==> config.mk <==
export PLATFORM = sky130hd
export DESIGN_NAME = muldiv_unit_e
export DESIGN_NICKNAME = d
export VERILOG_FILES = /design/src/rtl/muldiv_unit_e_pkg.sv /design/src/rtl/md_signfix.sv /design/src/rtl/muldiv_unit_e.sv
export SDC_FILE = /design/constraint.sdc
export NUM_CORES = 1
export LEC_CHECK = 0
export ABC_AREA = 1
export ABC_CLOCK_PERIOD_IN_PS = 7900
export BUFFER_PORTS_ARGS = -buffer_cell sky130_fd_sc_hd__clkbuf_2
export CAP_MARGIN = 20
export CORE_MARGIN = 4
export CORE_UTILIZATION = 42
export DETAILED_ROUTE_END_ITERATION = 6
export PLACE_DENSITY = 0.7
export SYNTH_ARGS = -nofsm -noshare
export SYNTH_HDL_FRONTEND = slang
export SYNTH_SLANG_ARGS = --single-unit
==> constraint.sdc <==
create_clock -name clk -period 7.9 [get_ports clk]
set_input_delay 1.975 -clock clk [delete_from_list [all_inputs] [get_ports clk]]
set_output_delay 1.975 -clock clk [all_outputs]
set_load 0.01 [all_outputs]
==> src/rtl/muldiv_unit_e_pkg.sv <==
// Shared definitions for the RV32M iterative multiply/divide unit.
// Holds the funct3 op codes, the FSM state encoding and the default widths,
// plus small helpers that decide operand signedness from the op code.
package muldiv_unit_e_pkg;

    localparam int XLEN_DEF  = 32;
    localparam int CNT_W_DEF = 5;

    localparam logic [2:0] MD_MUL    = 3'd0;
    localparam logic [2:0] MD_MULH   = 3'd1;
    localparam logic [2:0] MD_MULHSU = 3'd2;
    localparam logic [2:0] MD_MULHU  = 3'd3;
    localparam logic [2:0] MD_DIV    = 3'd4;
    localparam logic [2:0] MD_DIVU   = 3'd5;
    localparam logic [2:0] MD_REM    = 3'd6;
    localparam logic [2:0] MD_REMU   = 3'd7;

    typedef enum logic [1:0] {
        ST_IDLE = 2'd0,
        ST_CALC = 2'd1,
        ST_DONE = 2'd2
    } md_state_t;

    // rs1 is signed for MUL, MULH, MULHSU, DIV and REM
    function automatic logic is_a_signed(input logic [2:0] op);
        return (op == MD_MUL) || (op == MD_MULH) || (op == MD_MULHSU) ||
               (op == MD_DIV) || (op == MD_REM);
    endfunction

    // rs2 is signed for MUL, MULH, DIV and REM
    function automatic logic is_b_signed(input logic [2:0] op);
        return (op == MD_MUL) || (op == MD_MULH) ||
               (op == MD_DIV) || (op == MD_REM);
    endfunction

endpackage

==> src/rtl/md_signfix.sv <==
// Combinational sign helpers: operand magnitudes/sign bits at accept, and a
// conditional 2*XLEN negate used to sign-correct the result entering DONE.
// Ports: a/b + signedness in -> mag_a/mag_b/neg_a/neg_b; fix_in/fix_neg -> fix_out.
module md_signfix #(
    parameter int XLEN = 32
) (
    input  logic [XLEN-1:0]   a,
    input  logic [XLEN-1:0]   b,
    input  logic              a_signed,
    input  logic              b_signed,
    output logic [XLEN-1:0]   mag_a,
    output logic [XLEN-1:0]   mag_b,
    output logic              neg_a,
    output logic              neg_b,
    input  logic [2*XLEN-1:0] fix_in,
    input  logic              fix_neg,
    output logic [2*XLEN-1:0] fix_out
);

    assign neg_a   = a_signed & a[XLEN-1];
    assign neg_b   = b_signed & b[XLEN-1];
    // the most negative value maps onto itself, which is its correct unsigned magnitude
    assign mag_a   = neg_a ? (~a + 1'b1) : a;
    assign mag_b   = neg_b ? (~b + 1'b1) : b;
    assign fix_out = fix_neg ? (~fix_in + 1'b1) : fix_in;

endmodule

==> src/rtl/muldiv_unit_e.sv <==
// Iterative RV32M multiply/divide unit for the execute stage: XLEN-cycle
// shift-add multiply or restoring divide, stalling the pipeline until done.
// Ports: clk/rst, start/op/src_a/src_b/flush in; stall/busy/done/result out.
module muldiv_unit_e
    import muldiv_unit_e_pkg::*;
#(
    parameter int XLEN  = XLEN_DEF,
    parameter int CNT_W = CNT_W_DEF
) (
    input  logic            clk,
    input  logic            rst,
    input  logic            start,
    input  logic [2:0]      op,
    input  logic [XLEN-1:0] src_a,
    input  logic [XLEN-1:0] src_b,
    input  logic            flush,
    output logic            stall,
    output logic            busy,
    output logic            done,
    output logic [XLEN-1:0] result
);

    md_state_t         state, state_nxt;
    logic [CNT_W-1:0]  cnt;
    logic [2:0]        op_q;
    logic [XLEN-1:0]   mag_b_q;
    // multiply: {partial product high, multiplier/product low}
    // divide:   {partial remainder, dividend/quotient}
    logic [2*XLEN-1:0] acc;
    logic              neg_res_q;
    logic              neg_rem_q;

    logic [XLEN-1:0]   mag_a, mag_b;
    logic              neg_a, neg_b;
    logic [2*XLEN-1:0] fix_in, fix_out;
    logic              fix_neg;

    logic              accept;
    logic              spec_dz, spec_ov, special;
    logic [XLEN-1:0]   spec_res;

    logic [XLEN:0]     mul_sum;
    logic [2*XLEN-1:0] mul_nxt;
    logic [XLEN+1:0]   div_diff;
    logic              div_ge;
    logic [2*XLEN-1:0] div_nxt;
    logic [2*XLEN-1:0] acc_step;
    logic [XLEN-1:0]   final_res;

    md_signfix #(.XLEN(XLEN)) u_signfix (
        .a        (src_a),
        .b        (src_b),
        .a_signed (is_a_signed(op)),
        .b_signed (is_b_signed(op)),
        .mag_a    (mag_a),
        .mag_b    (mag_b),
        .neg_a    (neg_a),
        .neg_b    (neg_b),
        .fix_in   (fix_in),
        .fix_neg  (fix_neg),
        .fix_out  (fix_out)
    );

    assign accept = (state == ST_IDLE) & start & ~flush;

    // Divide-by-zero and signed overflow bypass the iteration entirely
    assign spec_dz  = op[2] & (src_b == '0);
    assign spec_ov  = ((op == MD_DIV) || (op == MD_REM)) &&
                      (src_a == {1'b1, {(XLEN-1){1'b0}}}) && (src_b == '1);
    assign special  = spec_dz | spec_ov;
    // op[1] distinguishes REM/REMU from DIV/DIVU
    assign spec_res = spec_dz ? (op[1] ? src_a : '1)
                              : (op[1] ? '0 : src_a);

    // One multiply step: conditionally add multiplicand, shift right
    assign mul_sum = {1'b0, acc[2*XLEN-1:XLEN]} + (acc[0] ? {1'b0, mag_b_q} : '0);
    assign mul_nxt = {mul_sum, acc[XLEN-1:1]};

    // One restoring divide step: shift left, trial-subtract divisor
    assign div_diff = {1'b0, acc[2*XLEN-1:XLEN-1]} - {2'b00, mag_b_q};
    assign div_ge   = ~div_diff[XLEN+1];
    assign div_nxt  = {(div_ge ? div_diff[XLEN-1:0] : acc[2*XLEN-2:XLEN-1]),
                       acc[XLEN-2:0], div_ge};

    assign acc_step = op_q[2] ? div_nxt : mul_nxt;

    // Sign correction on the value produced by the final iteration
    always_comb begin
        fix_in  = acc_step;
        fix_neg = neg_res_q;
        if (op_q[2]) begin
            if (op_q[1]) begin
                fix_in  = {{XLEN{1'b0}}, acc_step[2*XLEN-1:XLEN]};
                fix_neg = neg_rem_q;
            end else begin
                fix_in  = {{XLEN{1'b0}}, acc_step[XLEN-1:0]};
            end
        end
    end

    assign final_res = (!op_q[2] && (op_q != MD_MUL)) ? fix_out[2*XLEN-1:XLEN]
                                                      : fix_out[XLEN-1:0];

    always_comb begin
        state_nxt = state;
        stall     = 1'b0;
        case (state)
            ST_IDLE: begin
                if (start && !flush) begin
                    stall     = 1'b1;
                    state_nxt = special ? ST_DONE : ST_CALC;
                end
            end
            ST_CALC: begin
                stall = 1'b1;
                if (flush)
                    state_nxt = ST_IDLE;
                else if (cnt == '0)
                    state_nxt = ST_DONE;
            end
            ST_DONE: state_nxt = ST_IDLE;
            default: state_nxt = ST_IDLE;
        endcase
    end

    assign busy = (state != ST_IDLE);
    assign done = (state == ST_DONE);

    always_ff @(posedge clk or posedge rst) begin
        if (rst) begin
            state     <= ST_IDLE;
            cnt       <= '0;
            op_q      <= '0;
            mag_b_q   <= '0;
            acc       <= '0;
            neg_res_q <= 1'b0;
            neg_rem_q <= 1'b0;
            result    <= '0;
        end else begin
            state <= state_nxt;
            if (accept) begin
                op_q      <= op;
                acc       <= {{XLEN{1'b0}}, mag_a};
                mag_b_q   <= mag_b;
                neg_res_q <= neg_a ^ neg_b;
                neg_rem_q <= neg_a;
                cnt       <= CNT_W'(XLEN-1);
                if (special)
                    result <= spec_res;
            end else if (state == ST_CALC && !flush) begin
                acc <= acc_step;
                cnt <= cnt - 1'b1;
                if (cnt == '0)
                    result <= final_res;
            end
        end
    end

endmodule

After elaboration in Yosys (flattened, before gate mapping)
Cells that the tools add are included.
{"block": "classes", "addsub": 6, "n_mul": 0, "div_mod_pow": 0, "magnitude_cmp": 0, "n_eq_ne": 11, "n_shift": 0, "n_mux": 29, "bitwise_logic": 12, "n_reduce_logical": 24}
{"operator": "two-way mux 32 bit", "n": 13}
{"operator": "two-way mux 64 bit", "n": 5}
{"operator": "adder 32 x 1 -> 32 bit (second input constant)", "n": 2}
{"operator": "adder 64 x 1 -> 64 bit (second input constant)", "n": 1}
{"operator": "equality test 32 bit (second input constant)", "n": 2}
{"operator": "inverter 32 bit", "n": 2}
{"operator": "inverter 64 bit", "n": 1}
{"operator": "subtractor 33 x 32 -> 34 bit", "n": 1}
{"operator": "adder 32 x 32 -> 33 bit", "n": 1}
{"operator": "logical NOT 32 bit", "n": 1}
{"operator": "two-way mux 5 bit", "n": 2}
{"operator": "two-way mux 2 bit", "n": 4}
{"operator": "logical OR 1 bit", "n": 7}
{"operator": "equality test 3 bit (second input constant)", "n": 2}
{"operator": "nonzero test 2 bit", "n": 3}
{"operator": "bitwise AND 1 bit", "n": 5}
{"operator": "logical AND 1 bit", "n": 5}
{"operator": "logical NOT 5 bit", "n": 1}
{"operator": "subtractor 5 x 1 -> 5 bit (second input constant)", "n": 1}
{"operator": "inequality test 2 x 1 -> 1 bit (second input constant)", "n": 2}
{"operator": "case mux 2 bit (2 select lines)", "n": 1}
{"operator": "equality test 3 x 1 -> 1 bit (second input constant)", "n": 1}
{"operator": "equality test 3 x 2 -> 1 bit (second input constant)", "n": 1}
{"operator": "logical NOT 3 bit", "n": 1}
{"operator": "other kinds (13)", "n": 17}
{"block": "word_totals", "reg_bits": 140, "latchBits": 0, "ram_bits": 0, "romBits": 0, "wordCells": 90, "mem_count": 0}

Depth between registers and ports, before layout
{"block": "logic_depth", "word_depth": 12, "mapped_depth": 32, "depth_no_buf": 30}

By module
Synthesis repeated with hierarchy kept, for this count alone.
{"block": "unflattened", "cells_unflattened": 3207, "hier_area_um2": 17631.9}
{"module": "muldiv_unit_e", "n_inst": 1, "cells_per_inst": 2341, "area_each_um2": 13482.9, "seq_area_each_um2": 3503.4}
{"module": "md_signfix", "n_inst": 1, "cells_per_inst": 866, "area_each_um2": 4149.0, "seq_area_each_um2": 0.0}

Worst setup path before layout
Ideal clock, no wire load.
{"block": "synth_path", "path_type": "input port to output port", "from": "input start", "to": "output stall", "arrival_ns": 3.068, "setup_slack_ns": 2.857, "cell_stages": 7, "path_buffers": 3, "path_cell_list": "inv_1 -> nor2_1 -> nand2_1 -> clkbuf_1 -> clkbuf_1 -> clkbuf_1 -> nand2_1"}
{"block": "synth_via", "elab_chain_len": 3}
{"item": "start: declaration", "line": "muldiv_unit_e.sv:12", "text": "input logic start,"}
{"item": "logical AND 1 bit", "line": "muldiv_unit_e.sv:109", "text": "if (start && !flush) begin"}
{"item": "two-way mux 1 bit", "line": "muldiv_unit_e.sv:109"}
{"item": "case mux 1 bit (2 select lines)", "line": "muldiv_unit_e.sv:107", "text": "case (state)"}
{"item": "end: declaration", "line": "muldiv_unit_e.sv:17", "text": "output logic stall,"}
No other way between the ends.

Final worst setup path
{"block": "layout_path", "from": "register mag_b_q[30]", "to": "register result[8]"}
{"block": "layout_via", "elab_chain_len": 12}
{"item": "start: declaration", "line": "muldiv_unit_e.sv:26", "text": "logic [XLEN-1:0] mag_b_q;"}
{"item": "start signal: assignment", "line": "muldiv_unit_e.sv:144", "text": "mag_b_q <= mag_b;"}
{"item": "subtractor 33 x 32 -> 34 bit or two-way mux 32 bit (tied branches)", "line": "muldiv_unit_e.sv:80, muldiv_unit_e.sv:76"}
{"item": "two-way mux 32 bit (tied with other cells)", "line": "muldiv_unit_e.sv:82", "text": "assign div_nxt = {(div_ge ? div_diff[XLEN-1:0] : acc[2*XLEN-2:XLEN-1]),"}
{"item": "two-way mux 64 bit *", "line": "muldiv_unit_e.sv:85", "text": "assign acc_step = op_q[2] ? div_nxt : mul_nxt;"}
{"item": "two-way mux 32 bit", "line": "muldiv_unit_e.sv:92", "text": "if (op_q[1]) begin"}
{"item": "two-way mux 64 bit *", "line": "muldiv_unit_e.sv:91", "text": "if (op_q[2]) begin"}
{"item": "inverter 64 bit", "line": "md_signfix.sv:25", "text": "assign fix_out = fix_neg ? (~fix_in + 1'b1) : fix_in;"}
{"item": "adder 64 x 1 -> 64 bit", "line": "md_signfix.sv:25"}
{"item": "two-way mux 64 bit *", "line": "md_signfix.sv:25"}
{"item": "two-way mux 32 bit *", "line": "muldiv_unit_e.sv:101", "text": "assign final_res = (!op_q[2] && (op_q != MD_MUL)) ? fix_out[2*XLEN-1:XLEN]"}
{"item": "two-way mux 32 bit *", "line": "muldiv_unit_e.sv:153", "text": "if (cnt == '0)"}
{"item": "two-way mux 32 bit *", "line": "muldiv_unit_e.sv:150", "text": "end else if (state == ST_CALC && !flush) begin"}
{"item": "two-way mux 32 bit *", "line": "muldiv_unit_e.sv:141", "text": "if (accept) begin"}
{"item": "end signal: assignment", "line": "muldiv_unit_e.sv:149", "text": "result <= spec_res;"}
{"item": "end signal: assignment", "line": "muldiv_unit_e.sv:154", "text": "result <= final_res;"}
{"item": "end: declaration", "line": "muldiv_unit_e.sv:20", "text": "output logic [XLEN-1:0] result"}
Every way passes the cells marked *; elsewhere a longest branch is shown, timed or not. The select of a mux whose other input is x is not followed.
A chain may end at the register's enable or synchronous reset.

==> flow_summary.toml <==
[yosys]
synthCells = 2889
synth.area.mux_share_pct = 0.05978
synth_edf_count = 0
yosysTopAreaCell = "dfrtp_1"
synth_fp_nets = 3032
synth_area_um2 = 16740
ys_ff_latch = 140
avgSynthCellArea_um2 = 5.796
ys_warn_count = 0
yosysMostFrequentCell = "nand2_1"
synth.distinct_cells = 56
synth_top_family_by_area = "simple AND/OR/NAND/NOR gates"
synth.top_cell.area_share_pct = 20.92
synth_fa_ha_area_share_pct = 5.470
synthFlopType = "dfrtp_1"
ys_seq_area_share_pct = 20.92
synthTopCellsByArea = "dfrtp_1, nand2_1, inv_1"
synth_compound_area_share_pct = 16.80
synth_xor_area_share_pct = 3.923
async_flop_share_pct = 100.0
synth_simple_gate_area_share_pct = 41.32
yosys-top-cells-count = "nand2_1, inv_1, nor2_1"

[grt]
grt_first_pass_wirelength_mm = 114.5
grt_max_degree = 103
antenna_found_initial = 2
globalRouteOverflowTotal = 0
grt_pass1_vias = 18683
grtUsageTotal_pct = 33.73

[setup_path]
worstSetupPathType = "reg2reg"
cp_top_family = "compound AO/OA/AOI/OAI gates"
crit_buf_inv = 2
crit_end = "result[8]"
reg2reg_from = "mag_b_q[30]"
reg2reg_setup_slack_ns = 2.51
critPathMaxStageDelay_ns = 0.67
crit_start = "mag_b_q[30]"
cp.required_ns = 8.21
ff2ff_path_depth = 23
cp.depth = 23
cp-end-kind = "flop"
cp_max_fo = 34
cp-start-kind = "flop"
cp.arrival_ns = 5.70
cp_slowest_cell = "a21oi_4"
r2r-end = "result[8]"
crit_top_cell = "nand2_1"
path_cells = "inv_1 > ha_1 > inv_1 > o21bai_1 > a21oi_1 > nand2_1 > a21oi_4 > nand2_4 > nand2_1 > o211ai_1 > a21oi_1 > ha_1 > nand2_1 > nor2_2 > nand3_2 > nor2_4 > nand2_1 > nand2_1 > o21ai_1 > nand2_1 > nand2_1 > o21bai_1 > a21oi_1"

[timing]
setup_tns_ns = 0
worst_slew_pin_slew_ns = 1.050
rsz0062_at_grt = "false"
drv_slew = 0
hold_viol = 0
setup_viol = 0
finalCriticalPeriod_ns = 5.395
setup_slack_ns = 2.505
min_period_over_period_pct = 68.29
fin_skew_ns = 0.01545
fmax_mhz = 185.4
relSlewSlack_pct = 29.97

[placement]
hpwl_mm = 59.82
io_buffers = 105
pre_cts_ws_ns = 2.316
finalWeightedCongestion = 1.030

[clock_network]
root_buffer = "clkbuf_16"
clk_path_buf_depth = 2
htreeDepth = 4
cts.repair.resized = 0
cts_setup_buffers = 0
cts_hold_buf = 0
cts_buffers = 17
tritoncts = "yes"
clkTransAtPathRegs_ns = 0.08
clock-sinks = 140
clk_latency_ns = 0.44

[cells_and_area]
areaGrowthSynthToFinish_pct = 9.356
nFillCells = 4250
diodes = 0
multi_input_comb_area_um2 = 11330
final_nets = 3076
final_layout_size_suffix_gt1_share_pct = 8.724
seq_area_um2 = 3505

[floorplan]
core_um2 = 39010
die-area_um2 = 43120
rows = 72
die_h_um = 207.7
die_w_um = 207.7
start_util_pct = 42.92
io_pins = 106

[pwr]
switchingPower_mw = 4.811
p_int_mw = 3.033
leakage_nw = 9.863
p_sw_share_pct = 61.33
clkPwrFrac_pct = 10.4
irDropWorstVdd_mv = 0.2255
p_total_mw = 7.845
seq_power_share_pct = 17.4
pwr-share-comb_pct = 72.2
p_per_area_nw_per_um2 = 428.4

[detailed_routing]
antenna_left = 0
drtIter0Drc = 2845
firstDrtPassIters = 7
drt-total-wl_mm = 75.52
num_vias = 20357
post_drt_wl_per_cell_um = 21.80
vias_per_cell = 5.877
drc = 9

[flow_run]
cap_violations = 0

[min_path]
min_path_type = "reg2reg"

[run_status]
violations = "DRC"
status = "finished, violations left"
state kept, by name (all words and copies together), names as in the netlist:
name / cells
acc: 64
cnt: 5
mag_b_q: 32
neg_rem_q: 1
neg_res_q: 1
op_q: 3
result: 32
state: 2
worst reg2reg max path: cells and delay by family, from the launching register on:
kind / cells / cell delay, ns
buffers and inverters: 2 / 0.20
adder cells (fa/ha/maj): 2 / 0.60
AO/OA/AOI/OAI: 8 / 2.00
AND/OR/NAND/NOR: 11 / 1.92
flip-flops: 1 / 0.55
per-stage QoR:
step	hold WS (ns)	utilization (%)	area (um2)	std cells
floorplan	0.4479	-	16740	2889
global placement	0.4654	45.27	17660	3429
detailed placement	0.4864	45.41	17710	3431
CTS	0.5030	46.87	18280	3463
global route	0.5199	46.94	18310	3464
finish	0.5019	46.94	18310	3464
worst min path at each step:
stage	from	end	slack, ns	depth (start not counted)
2_1_floorplan	op_q[0]	op_q[0]	0.45	2
3_3_place_gp	cnt[4]	cnt[4]	0.47	1
3_5_place_dp	acc[15]	acc[15]	0.49	2
4_1_cts	cnt[4]	cnt[4]	0.50	1
5_1_grt	result[3]	result[3]	0.52	2
6_report	cnt[4]	cnt[4]	0.50	1
cells in the final DEF (no fill, tap or decap), types with 9 or more instances in the layout:
cell type	instances
o21ai_1	11
nor3_1	46
inv_1	390
dfrtp_1	139
nand2_2	27
nand3_1	265
clkbuf_16	17
or2_2	9
clkbuf_2	105
nand2_1	814
nor2_2	19
nor2_1	267
nand3b_1	26
ha_1	70
o21bai_1	12
a21oi_1	185
buf_4	20
nand4_1	71
a22o_1	14
xnor2_1	21
nand3_2	12
xor2_1	54
o21ai_0	253
area by class of cell:
cell class | count | area share, %
multi-input combinational | 2248 | 61.88
sequential | 140 | 19.14
inverter | 398 | 8.186
timing repair buffer | 128 | 4.141
tap | 518 | 3.540
clock buffer | 17 | 2.323
clock inverter | 15 | 0.7927
power groups by stage:
| stage | Clock, mW | Sequential, mW | Combinational (mW) |
|---|---|---|---|
| after CTS | 0.820 | 1.34 | 5.47 |
| final | 0.813 | 1.37 | 5.67 |
| after floorplan | 0 | 1.20 | 3.73 |
| after detailed placement | 0 | 1.35 | 5.43 |
| after global routing | 0.851 | 1.38 | 6.14 |
| after global placement | 0 | 1.35 | 5.42 |
kinds of logic after synthesis:
family                   count (synthesis)
flip-flops                             140
multiplexers                             1
adder cells (fa/ha/maj)                 72
AO/OA/AOI/OAI                          520
XOR/XNOR                                75
buffers and inverters                  501
AND/OR/NAND/NOR                       1580
metal layers:
layer  share of wire, %  up-vias  track usage [%]
met5                  0        -                0
met4                4.0        0            12.57
met3                 11      157            6.846
met2                 41     1223            49.21
met1                 43     9471            49.12
li1                   -     9506                -
Power figures use the tool's default switching activity.
